**config.mk**
```make
export PLATFORM = sky130hd
export DESIGN_NAME = dice_roll_display
export DESIGN_NICKNAME = d
export VERILOG_FILES = /design/src/rtl/dice_roll_display.sv
export SDC_FILE = /design/constraint.sdc
export NUM_CORES = 1
export LEC_CHECK = 0
export ABC_CLOCK_PERIOD_IN_PS = 1840
export CAP_MARGIN = 40
export CORE_ASPECT_RATIO = 0.6
export CORE_UTILIZATION = 51
export CTS_BUF_LIST = sky130_fd_sc_hd__clkbuf_8
export CTS_CLUSTER_SIZE = 16
export DETAILED_ROUTE_END_ITERATION = 10
export GPL_ROUTABILITY_DRIVEN = 0
export HOLD_SLACK_MARGIN = 0.12
export PLACE_DENSITY = 0.9
export RECOVER_POWER = 50
export SLEW_MARGIN = 10
export SYNTH_ARGS = -nofsm -noshare
export SYNTH_HDL_FRONTEND = slang
export SYNTH_SLANG_ARGS = --single-unit
```
**constraint.sdc**
```tcl
create_clock -name clk -period 1.84 [get_ports clk]
set_input_delay 0.46 -clock clk [delete_from_list [all_inputs] [get_ports clk]]
set_output_delay 0.46 -clock clk [all_outputs]
set_load 0.02 [all_outputs]
```
**src/rtl/dice_roll_display.sv**
```systemverilog
// Dice roll display stage.
// Synchronises and debounces a raw roll button. Each press runs a timed roll
// that animates the displayed digit, then latches a final face and holds it.
// The held face is decoded to an active-high 7-segment pattern.
module dice_roll_display #(
  parameter int DEBOUNCE_CYCLES = 4,
  parameter int ROLL_CYCLES     = 16,
  parameter int STEP_CYCLES     = 2
) (
  input  logic       clk,
  input  logic       rst,
  input  logic       btn,
  input  logic [5:0] face_in,
  output logic [2:0] face_out,
  output logic [6:0] seg,
  output logic       rolling,
  output logic       result_valid,
  output logic [7:0] roll_count
);

  localparam int DW = (DEBOUNCE_CYCLES > 1) ? $clog2(DEBOUNCE_CYCLES) : 1;
  localparam int RW = (ROLL_CYCLES > 1) ? $clog2(ROLL_CYCLES) : 1;
  localparam int SW = (STEP_CYCLES > 1) ? $clog2(STEP_CYCLES) : 1;
  localparam logic [DW-1:0] DEB_LAST  = DW'(DEBOUNCE_CYCLES - 1);
  localparam logic [RW-1:0] ROLL_LAST = RW'(ROLL_CYCLES - 1);
  localparam logic [SW-1:0] STEP_LAST = SW'(STEP_CYCLES - 1);

  typedef enum logic [1:0] {IDLE, ROLLING, HOLD} state_t;

  logic          s1, s2, deb, deb_d;
  logic [DW-1:0] cnt;
  logic          press;
  logic          face_valid;

  state_t        state, state_next;
  logic [RW-1:0] roll_timer, roll_timer_next;
  logic [SW-1:0] step_timer, step_timer_next;
  logic [2:0]    face_next;
  logic          result_valid_next;
  logic [7:0]    roll_count_next;

  // Two-flop synchroniser, debounce counter and press-edge history.
  always_ff @(posedge clk or posedge rst) begin
    if (rst) begin
      s1    <= 1'b0;
      s2    <= 1'b0;
      deb   <= 1'b0;
      deb_d <= 1'b0;
      cnt   <= '0;
    end else begin
      s1    <= btn;
      s2    <= s1;
      deb_d <= deb;
      if (s2 != deb) begin
        if (cnt == DEB_LAST) begin
          deb <= ~deb;
          cnt <= '0;
        end else begin
          cnt <= cnt + DW'(1);
        end
      end else begin
        cnt <= '0;
      end
    end
  end

  // Only the rising edge of the debounced level starts a roll; release is ignored.
  assign press      = deb & ~deb_d;
  assign face_valid = (face_in != 6'd0) && (face_in <= 6'd6);
  assign rolling    = (state == ROLLING);

  // FSM state, roll timers and result registers.
  always_ff @(posedge clk or posedge rst) begin
    if (rst) begin
      state        <= IDLE;
      roll_timer   <= '0;
      step_timer   <= '0;
      face_out     <= 3'd0;
      result_valid <= 1'b0;
      roll_count   <= 8'd0;
    end else begin
      state        <= state_next;
      roll_timer   <= roll_timer_next;
      step_timer   <= step_timer_next;
      face_out     <= face_next;
      result_valid <= result_valid_next;
      roll_count   <= roll_count_next;
    end
  end

  // Next-state logic: start on press, animate on step boundaries, finish on the last roll cycle.
  always_comb begin
    state_next        = state;
    roll_timer_next   = roll_timer;
    step_timer_next   = step_timer;
    face_next         = face_out;
    result_valid_next = 1'b0;
    roll_count_next   = roll_count;
    case (state)
      IDLE, HOLD: begin
        if (press) begin
          state_next      = ROLLING;
          roll_timer_next = '0;
          step_timer_next = '0;
        end
      end
      ROLLING: begin
        if (roll_timer == ROLL_LAST) begin
          // Final sample wins over any animation step on the same edge.
          if (face_valid) face_next = face_in[2:0];
          state_next        = HOLD;
          roll_timer_next   = '0;
          step_timer_next   = '0;
          result_valid_next = 1'b1;
          roll_count_next   = roll_count + 8'd1;
        end else begin
          roll_timer_next = roll_timer + RW'(1);
          if (step_timer == STEP_LAST) begin
            step_timer_next = '0;
            if (face_valid) face_next = face_in[2:0];
          end else begin
            step_timer_next = step_timer + SW'(1);
          end
        end
      end
      default: state_next = IDLE;
    endcase
  end

  // Seven-segment decode {g,f,e,d,c,b,a}; blank for 0 and the unused code 7.
  always_comb begin
    seg = 7'h00;
    case (face_out)
      3'd1:    seg = 7'h06;
      3'd2:    seg = 7'h5B;
      3'd3:    seg = 7'h4F;
      3'd4:    seg = 7'h66;
      3'd5:    seg = 7'h6D;
      3'd6:    seg = 7'h7D;
      default: seg = 7'h00;
    endcase
  end

endmodule

```
# --- Word level (Yosys, flattened, before mapping) ---
# Index checks and enable logic that the tools add are counted.
# W data, S select, Z words.
op_classes:
  add_sub_neg: 4
  multipliers: 0
  div: 0
  magnitude_cmp: 1
  eq_ne: 13
  n_shift: 0
  mux: 18
  bitwise: 3
  reduce_logical: 11
op_table:
  columns: ["operator", "n"]
  rows:
  - ["$pmux W7 S6", 1]
  - ["$reduce_and A2 Y1", 5]
  - ["$eq A3 B3 Y1 const B", 3]
  - ["$mux W3", 3]
  - ["$add A8 B1 Y8 const B", 1]
  - ["$mux W2", 4]
  - ["$mux W4", 2]
  - ["$pmux W4 S2", 1]
  - ["$eq A3 B2 Y1 const B", 2]
  - ["$le A6 B3 Y1 const B", 1]
  - ["$reduce_bool A6 Y1", 1]
  - ["$mux W1", 5]
  - ["$add A4 B1 Y4 const B", 1]
  - ["$eq A2 B2 Y1 const B", 2]
  - ["$eq A4 B4 Y1 const B", 1]
  - ["$pmux W2 S2", 1]
  - ["$reduce_bool A2 Y1", 2]
  - ["$eq A3 B1 Y1 const B", 1]
  - ["$add A2 B1 Y2 const B", 1]
  - ["$eq A2 B1 Y1 const B", 1]
  - ["$logic_not A2 Y1", 1]
  - ["$ne A2 B1 Y1 const B", 1]
  - ["$ne A2 B2 Y1 const B", 1]
  - ["$not A1 Y1", 2]
  - ["other kinds (6)", 6]
word_totals:
  ff_bits: 25
  latch_bits: 0
  ram_bits: 0
  romBits: 0
  inputBits: 9
  output_inout_bits: 20
  n_memories: 0

# --- Longest topological paths before layout ---
# Gate-level depths: netlist of the first run.
depth:
  word_depth: 5
  ltp_mapped: 5
  depth_no_buf: 5

# --- Least setup slack after synthesis of the first run ---
# Ideal clock, no wire load.
synth_path:
  kind: "register to output"
  start: "reg face_out[0]"
  end: "out seg[3]"
  arrival_ns: 1.429
  t_required_ns: 1.380
  path_slack_ns: -0.049
  path_stages_with_launch: 5
  n_path_buf: 2
  cell_sequence: "dfrtp_1 -> clkbuf_1 -> nand2_1 -> xnor2_1 -> buf_4"
synth_via:
  elab_chain_cells: 2
synth_rtl:
  columns: ["element", "line_no", "text"]
  rows:
  - ["start, declared", "14", "output logic [2:0] face_out,"]
  - ["start signal, assigned", "85", "face_out <= face_next;"]
  - ["$eq A3 B3 Y1, or another cell as far along", "133", "case (face_out)"]
  - ["$pmux W7 S6 *", "133", null]
  - ["end, declared", "15", "output logic [6:0] seg,"]
# Every way passes the cells marked *; elsewhere a longest branch is shown, timed or not.

# --- Final worst setup path of the first run ---
layout_path:
  start: "reg roll_count[4]"
  end: "out roll_count[4]"
layout_lines:
  columns: ["element", "line_no", "text"]
  rows:
  - ["start, declared", "18", "output logic [7:0] roll_count"]
  - ["start signal, assigned", "87", "roll_count <= roll_count_next;"]
# No word-level cell between the ends.

==> impl_metrics.ini, run 1 <==
[logic_synthesis]
ys.warnings.count = 0
synth_fa_ha_area_frac = 0.03074
synth-simple-area-share = 0.1844
yosys_register_bits = 25
ys_types = 40
synth_fp_nets = 118
async_reset_ff_frac = 1.000
synthCells = 106
seq_area_frac_synth = 0.5123
synthTopCellsByArea = dfrtp_1 51%, xnor2_1 6.5%, ha_1 3.1%, a21oi_1 2.0%, nand4_1 2.0%
synth-main-ff-cell = dfrtp_1
yosys.area.top_type = dfrtp_1
synthMuxAreaShare = 0.01844
synth_xor_area_frac = 0.07172
synth_area_sq_mm = 0.001221
synth.top_cell.area_share = 0.5123
synth_compound_area_frac = 0.1322
syn_avg_cell_area_sq_um = 11.52
synth_common_cells = 25 x dfrtp_1, 9 x xnor2_1, 6 x inv_1, 6 x nand2_1, 5 x a21oi_1
synth_top_family_by_area = simple AND/OR/NAND/NOR gates
yosysMostFrequentCell = dfrtp_1
synth-edff-count = 0

[sta]
rsz0062_at_grt = no
slew_violations = 0
setup_slack_ps = 55.54
post-route-period-util = 0.9698
fin_crit_ps = 1784
fmax_mhz = 560.4
worstMarginPinSlew_ps = 584.5
skew_ps = 1.538
setup_viol = 0
max_slew_margin = 0.6103
hold_violations = 0

[die]
rows = 13
start_util = 0.5520
core_area_sq_mm = 0.002212
dieArea_sq_mm = 0.002601
die_y_microns = 39.91
num_io_pins = 29
die_x_microns = 65.17

[worst_setup_path]
cp-end-kind = output pin
worstSetupPathType = register to output pin
worst-path-buf-inv = 1
ff2ff_path_depth = 4
startpoint_type = register
crit_chain = clkdlybuf4s50_1
cp.required_ps = 1380
rrSetupSlack_ps = 120
crit_path_top_delay_cell = clkdlybuf4s50_1
cp.arrival_ps = 1320
crit_fanout = 5
critPathTopFamily = buffers and inverters
rr_startpoint = roll_timer[0]$_DFFE_PP0P_
timing.rr.end = roll_count[1]$_DFFE_PP0P_
max_stage_delay_ps = 630

[detailed_routing]
via_count = 892
viasPerCell = 5.186
wl_per_cell_microns = 14.48
first_iter_violations = 38
wl_mm = 2.491
drc_errors = 0
ant_nets = 0
first_pass_iters = 4

[power]
p_sw_mw = 0.7136
comb_power_share = 0.405
powerDensity_mw_per_mm2 = 1202
p_int_mw = 1.219
power_mw = 1.933
p_leak_nw = 0.8095
ir_worst_vdd_mv = 1.107
seqPwrFrac = 0.429
swShare = 0.3693
p_clk_frac = 0.166

[global_route]
antenna_found_initial = 0
grt_first_pass_wirelength_mm = 3.912
grt_max_degree = 26
grt_usage = 0.2205
first_global_vias = 810
grt-ovfl-total = 0

[layout]
fin_area_sq_mm = 0.001608
antenna-diode-count = 0
multi_input_area_sq_um = 534.3
seqCellArea_sq_um = 628.1
nets = 155
syn_to_final_growth_pct = 31.66
fillers = 156
final_layout_size_suffix_gt1_frac = 0.2254

[cts]
htreeDepth = 1
cts_root_buffer = clkbuf_8
clockBufferDepth = 2
clk_latency_ps = 270
cts_hold_buf = 0
clock-sinks = 25
clk_pin_slew_ps = 80
cts_tree = done
cts_made_buffers = 3

[run_status]
outcome = completed

[place]
post-place-ws_ps = -83.34
port_buffers = 28
placed_cell_area_sq_mm = 0.001570
dpl.hpwl_mm = 1.890

[min_path]
min_from = s1$_DFF_PP0_
min_delay_worst_endpoint = s2$_DFF_PP0_
hp-class = register to register
min_path_cells = 0

[run]
max-cap-violations = 0
[metrics by stage]
| step | std cells | TNS (ps) | utilization | hold WS (ps) |
|---|---|---|---|---|
| 2_1_floorplan | 106 | 0 | - | 331.2 |
| 3_3_place_gp | 166 | 0 | 0.7098 | 334.0 |
| 3_5_place_dp | 166 | -117.5 | 0.7098 | 334.7 |
| 4_1_cts | 172 | -37.57 | 0.7376 | 354.4 |
| 5_1_grt | 172 | 0 | 0.7268 | 361.8 |
| 6_report | 172 | 0 | 0.7268 | 353.5 |
[cell type report]
cell class                      count  share of cell area
Clock buffer                        3             0.02568
Inverter                            7             0.02490
Clock inverter                      1            0.003113
Multi-Input combinational cell     70              0.3323
Tap cell                           30             0.02335
Sequential cell                    25              0.3907
Timing Repair Buffer               36              0.2000
[worst max path at each step]
stage	end	start	slack (ps)	cells after the start
2_1_floorplan	seg[3]	face_out[0]$_DFFE_PP0P_	90	4
3_3_place_gp	seg[1]	face_out[1]$_DFFE_PP0P_	40	3
3_5_place_dp	seg[1]	face_out[1]$_DFFE_PP0P_	-80	3
4_1_cts	seg[1]	face_out[1]$_DFFE_PP0P_	-40	3
5_1_grt	roll_count[4]	roll_count[4]$_DFFE_PP0P_	9	1
6_report	roll_count[4]	roll_count[4]$_DFFE_PP0P_	60	1
[cell usage in the layout (no fill, tap or decap), types with 2 or more instances in the layout]
| cell type | Yosys | layout |
|---|---|---|
| a211oi_1 | 3 | 3 |
| a21oi_1 | 5 | 5 |
| buf_4 | 1 | 7 |
| clkbuf_2 | 0 | 5 |
| clkbuf_8 | 0 | 3 |
| clkdlybuf4s50_1 | 0 | 13 |
| dfrtp_1 | 25 | 23 |
| dfrtp_2 | 0 | 2 |
| dlygate4sd2_1 | 0 | 3 |
| dlygate4sd3_1 | 0 | 2 |
| dlymetal6s2s_1 | 0 | 5 |
| ha_1 | 3 | 3 |
| inv_1 | 6 | 6 |
| nand2_1 | 6 | 6 |
| nand3_1 | 2 | 2 |
| nand4_1 | 4 | 4 |
| nor2_1 | 2 | 3 |
| nor2b_1 | 2 | 2 |
| nor3_1 | 4 | 4 |
| o21a_1 | 2 | 2 |
| o21ai_0 | 3 | 3 |
| o21ai_1 | 2 | 2 |
| o22ai_1 | 3 | 3 |
| xnor2_1 | 9 | 8 |
[kinds of logic (layout without fill, tap and decap cells)]
| family | Yosys count | after routing |
|---|---|---|
| simple gates | 31 | 31 |
| flops | 25 | 25 |
| compound gates | 24 | 24 |
| buf+inv | 11 | 47 |
| xor+xnor | 10 | 10 |
| fa+ha+maj | 3 | 3 |
| mux | 2 | 2 |
[routing by layer]
metal  GRT usage  wire length [microns]  vias up
li1            -                      -      444
met1      0.2940                   1163      425
met2      0.3505                   1212       21
met3     0.06977                     92        2
met4     0.06522                     22        0
met5           0                      0        -
[registers in the layout, summed over array words and instances (netlist names)]
| signal | cells |
|---|---|
| cnt | 2 |
| deb | 1 |
| deb_d | 1 |
| face_out | 3 |
| result_valid | 1 |
| roll_count | 8 |
| roll_timer | 4 |
| s1 | 1 |
| s2 | 1 |
| state | 2 |
| step_timer | 1 |
[power groups by stage]
| stage | logic [mW] | registers [mW] | clock network (mW) |
|---|---|---|---|
| CTS | 0.819 | 0.826 | 0.325 |
| detailed placement | 0.830 | 0.837 | 0 |
| floorplan | 0.533 | 0.818 | 0 |
| global route | 0.860 | 0.847 | 0.351 |
| finish | 0.783 | 0.829 | 0.321 |
| global placement | 0.789 | 0.823 | 0 |
[timing repair]
action                                  4_1_cts  5_1_grt
gates cloned                                  0        0
setup buffers                                 2        0
gates resized for setup                      16       10
endpoints found under the setup margin        9       10
(Power assumes the default switching activity.)
==> run 2: changes to the inputs <==
- PLACE_DENSITY: 0.9 -> 0.82
==> impl_metrics.ini, run 2 (synthesized netlist as in run 1, its figures left out) <==
[sta]
slew_violations = 0
fin_crit_ps = 1794
finalSetupTns_ps = 0
setup_slack_ps = 45.79
skew_ps = 5.526
post-route-period-util = 0.9751
hold_violations = 0
setup_viol = 0
worstMarginPinSlew_ps = 603.5
fmax_mhz = 557.4
max_slew_margin = 0.5977
rsz0062_at_grt = yes

[worst_setup_path]
crit_fanout = 9
rr_startpoint = roll_timer[0]$_DFFE_PP0P_
cp.arrival_ps = 1330
startpoint_type = register
cp-startpoint = face_out[2]$_DFFE_PP0P_
worstSetupPathType = register to output pin
timing.rr.end = roll_count[1]$_DFFE_PP0P_
crit_chain = nand2_1 -> xnor2_2 -> dlygate4sd2_1
crit_path_top_delay_cell = dfrtp_2
ff2ff_path_depth = 4
rrSetupSlack_ps = 140
cp-end-kind = output pin
cp.required_ps = 1380
max_stage_delay_ps = 460

[global_route]
gr-usage-met1 = 0.3073
grt-ovfl-total = 0
first_global_vias = 803
grt_usage = 0.2219
grt_max_degree = 26
use_met2 = 0.3531
grt-busiest-layer = met2
antenna_found_initial = 0
met3_usage = 0.06977
grt_first_pass_wirelength_mm = 4.071

[layout]
antenna-diode-count = 0
mostFrequentLayoutCell = dfrtp_1
syn_to_final_growth_pct = 29.71
nets = 152
largestRegisters = roll_count (8), roll_timer (4), face_out (3)
largest_register_ffs = 8
top_register = roll_count
fillers = 169
final_layout_size_suffix_gt1_frac = 0.2014
final_cell_mix = 22 x dfrtp_1, 12 x clkdlybuf4s50_1, 9 x dlygate4sd2_1, 8 x xnor2_1

[detailed_routing]
via_count = 915
ant_nets = 0
first_iter_violations = 74
wl_mm = 2.444
wl_per_cell_microns = 14.46
drc_errors = 0
viasPerCell = 5.414
first_pass_iters = 4

[die]
die_y_microns = 39.91
dieArea_sq_mm = 0.002601
core_area_sq_mm = 0.002212
die_x_microns = 65.17
num_io_pins = 29
start_util = 0.5520
rows = 13

[power]
power_mw = 1.912
p_leak_nw = 0.7607
ir_worst_vdd_mv = 0.7787
powerDensity_mw_per_mm2 = 1207

[cts]
clk_pin_slew_ps = 90
postCtsSetupBuffers = 0
cts_made_buffers = 3
cts_root_buffer = clkbuf_8
cts_tree = done
clock-sinks = 25
htreeDepth = 1
clockBufferDepth = 2
clk_latency_ps = 270

[place]
post-place-ws_ps = -28.01
port_buffers = 28
dpl.hpwl_mm = 1.838

[min_path]
min_delay_worst_endpoint = s2$_DFF_PP0_
min_from = s1$_DFF_PP0_
hp-class = register to register
min_path_cells = 0

[run]
max-cap-violations = 0

[run_status]
outcome = completed
[run 2: cell count changes in the layout (fill, tap and decap cells not counted), sizes merged]
cell	change
dlygate4sd2	+6
clkinvlp	+1
dlymetal6s2s	-3
buf	-4
clkbuf	-1
clkinv	-1
clkdlybuf4s50	-1
[run 2: stage by stage]
stage	utilization	hold slack [ps]	instances	cell area [sq um]
6_report	0.7161	379.2	169	1584
5_1_grt	0.7161	394.8	169	1584
4_1_cts	0.7229	379.4	169	1599
3_5_place_dp	0.7064	351.0	165	1563
3_3_place_gp	0.7064	338.6	165	1563
2_1_floorplan	-	331.2	106	1229
[run 2: critical path, delay by kind of cell (launching register included)]
family        cells  cell delay (ps)
xor+xnor          1              140
flops             1              460
buf+inv           1              350
simple gates      1              110
[run 2: repair_timing]
action,in CTS,in global routing
cloned,0,0
setup endpoints to repair,13,8
resized for setup,14,9
hold buffers,0,0
[run 2: worst max path at each step]
stage               slack [ps]      to  cells past startpoint
CTS                          2  seg[1]                      3
global placement            40  seg[0]                      3
floorplan                   90  seg[3]                      4
finish                      50  seg[0]                      3
global route               -30  seg[0]                      3
detailed placement         -30  seg[0]                      3
[run 2: power breakdown]
part / switching [mW] / leakage, nW / internal, mW / total, mW
clock: 0.174 / 0.0217 / 0.153 / 0.327
combinational: 0.385 / 0.419 / 0.367 / 0.752
sequential: 0.152 / 0.320 / 0.681 / 0.833
total: 0.710 / 0.761 / 1.20 / 1.91
[run 2: final cells by class]
type                    count  area, sq um  share of cell area
flip-flops and latches     25        629.4              0.3973
multi-input cells          70        534.3              0.3373
repair buffers             33        294.0              0.1856
clock buffers               3        41.29             0.02607
inverters                   7        40.04             0.02528
well taps                  30        37.54             0.02370
clock inverters             1        7.507            0.004739
[run 2: routing by layer]
layer  part of all wire  wire (microns)
met1               0.48            1180
met2               0.47            1155
met3              0.041             101
met4             0.0029               7
met5                  0               0
==> run 3: changes to the inputs <==
- CORE_UTILIZATION: 51 -> 54
- CTS_BUF_LIST: sky130_fd_sc_hd__clkbuf_8 -> sky130_fd_sc_hd__clkbuf_4 sky130_fd_sc_hd__clkbuf_8
- DONT_BUFFER_PORTS: unset -> 1
- PLACE_DENSITY: 0.82 -> 0.69
==> impl_metrics.ini, run 3 (synthesized netlist as in run 1, its figures left out) <==
[sta]
worstMarginPinSlew_ps = 1260
fin_crit_ps = 1752
slew_violations = 0
setup_viol = 0
rsz0062_at_grt = no
max_slew_margin = 0.1602
skew_ps = 5.482
fmax_mhz = 570.8
hold_violations = 0
finalSetupTns_ps = 0
post-route-period-util = 0.9521

[global_route]
grt_first_pass_wirelength_mm = 3.401
first_global_vias = 738
antenna_found_initial = 0
grt_usage = 0.1956
grt-ovfl-total = 0
grt_max_degree = 26

[place]
dpl.hpwl_mm = 1.521
port_buffers = 0
dp_cells = 137

[detailed_routing]
ant_nets = 0
first_pass_iters = 4
viasPerCell = 5.702
wl_mm = 2.045
first_iter_violations = 37
drc_errors = 0
via_count = 804
wl_per_cell_microns = 14.50

[min_path]
hp-class = input pin to register
min_path_cells = 0

[layout]
largest_register_ffs = 8
fin_util = 0.6736
final_layout_size_suffix_gt1_frac = 0.2035
layoutNonFillerInstCount = 141
top_register = roll_count
mostFrequentLayoutCell = dfrtp_1
nets = 126
syn_to_final_growth_pct = 9.324
largestRegisters = roll_count (8), roll_timer (4), face_out (3)
final_cell_mix = 25 x dfrtp_1, 8 x xnor2_1, 6 x nand2_1, 6 x inv_1, 6 x buf_4
antenna-diode-count = 0
fillers = 163

[cts]
cts_root_buffer = clkbuf_8
clock-sinks = 25
cts_tree = done
cts_made_buffers = 3
clk_latency_ps = 270
cts_resized = 0
postCtsSetupBuffers = 0
cts_hold_buf = 0
clockBufferDepth = 2
htreeDepth = 1
clk_pin_slew_ps = 80

[power]
powerDensity_mw_per_mm2 = 1351
p_leak_nw = 0.6037
ir_worst_vdd_mv = 0.7828

[die]
num_io_pins = 29
die_y_microns = 38.84
core_area_sq_mm = 0.001982
start_util = 0.6162
rows = 12
die_x_microns = 63.39
dieArea_sq_mm = 0.002462

[worst_setup_path]
cp.arrival_ps = 1290
crit_fanout = 8
worstSetupPathType = register to output pin
path_depth = 3
cp-end-kind = output pin
cp.required_ps = 1380
crit_chain = buf_4 -> a21boi_0 -> buf_4
startpoint_type = register
critPathTopFamily = flip-flops
ff2ff_path_depth = 5
worst-path-buf-inv = 2
rrSetupSlack_ps = 210
crit_path_top_delay_cell = dfrtp_1
max_stage_delay_ps = 490
cp_common_cell = buf_4

[run]
max-cap-violations = 0

[run_status]
outcome = completed
## run 3: cell types whose count changed in the layout (fill, tap and decap cells not counted), sizes merged
cell,change
clkbuf,-2
clkdlybuf4s50,-12
clkinvlp,-1
dlygate4sd2,-9
dlygate4sd3,-2
buf,+2
dlymetal6s2s,-2
## run 3: worst register-to-register path, cell delays in order, from the launching register on
cell      delay (ps)
dfrtp_1          430
ha_1             280
a31oi_2          270
nand3b_4         210
o22ai_1           90
a211oi_1         260
## run 3: area by class of cell
type | instances | area [sq um] | share of cell area
clock buffer | 4 | 48.80 | 0.03655
tap | 28 | 35.03 | 0.02624
sequential | 25 | 625.6 | 0.4686
timing repair buffer | 7 | 48.80 | 0.03655
multi-input combinational | 70 | 536.8 | 0.4021
inverter | 7 | 40.04 | 0.02999
## run 3: power breakdown
part / switching, mW / total [mW] / leakage [nW] / internal (mW)
Clock: 0.157 / 0.327 / 0.0262 / 0.169
Sequential: 0.165 / 0.844 / 0.325 / 0.678
Combinational: 0.340 / 0.633 / 0.253 / 0.293
Total: 0.663 / 1.80 / 0.604 / 1.14
## run 3: worst paths after layout
kind                                      startpoint                   endpoint
min                                              btn               s1$_DFF_PP0_
max in group asynchronous                        rst  roll_timer[1]$_DFFE_PP0P_
max reg2reg                roll_timer[0]$_DFFE_PP0P_    face_out[2]$_DFFE_PP0P_
min reg2reg                             s1$_DFF_PP0_               s2$_DFF_PP0_
max                          face_out[1]$_DFFE_PP0P_                     seg[5]
min in group asynchronous                        rst               s2$_DFF_PP0_
## run 3: metrics by stage
stage,cell area (sq um),setup WS (ps),power [mW],hold WS [ps]
after floorplan,1229,94.12,1.351,331.2
after detailed placement,1295,200.3,1.495,341.1
after global routing,1335,11.99,1.923,197.8
after CTS,1344,82.48,1.824,133.2
after global placement,1295,316.0,1.465,343.1
final,1335,88.22,1.804,214.7
## run 3: per-layer routing
metal | GRT usage | routed length, microns | vias to the layer above
met5 | 0 | 0 | -
met4 | 0.07386 | 26 | 0
met3 | 0.07941 | 139 | 4
met2 | 0.3298 | 969 | 30
met1 | 0.2302 | 909 | 383
li1 | - | - | 387
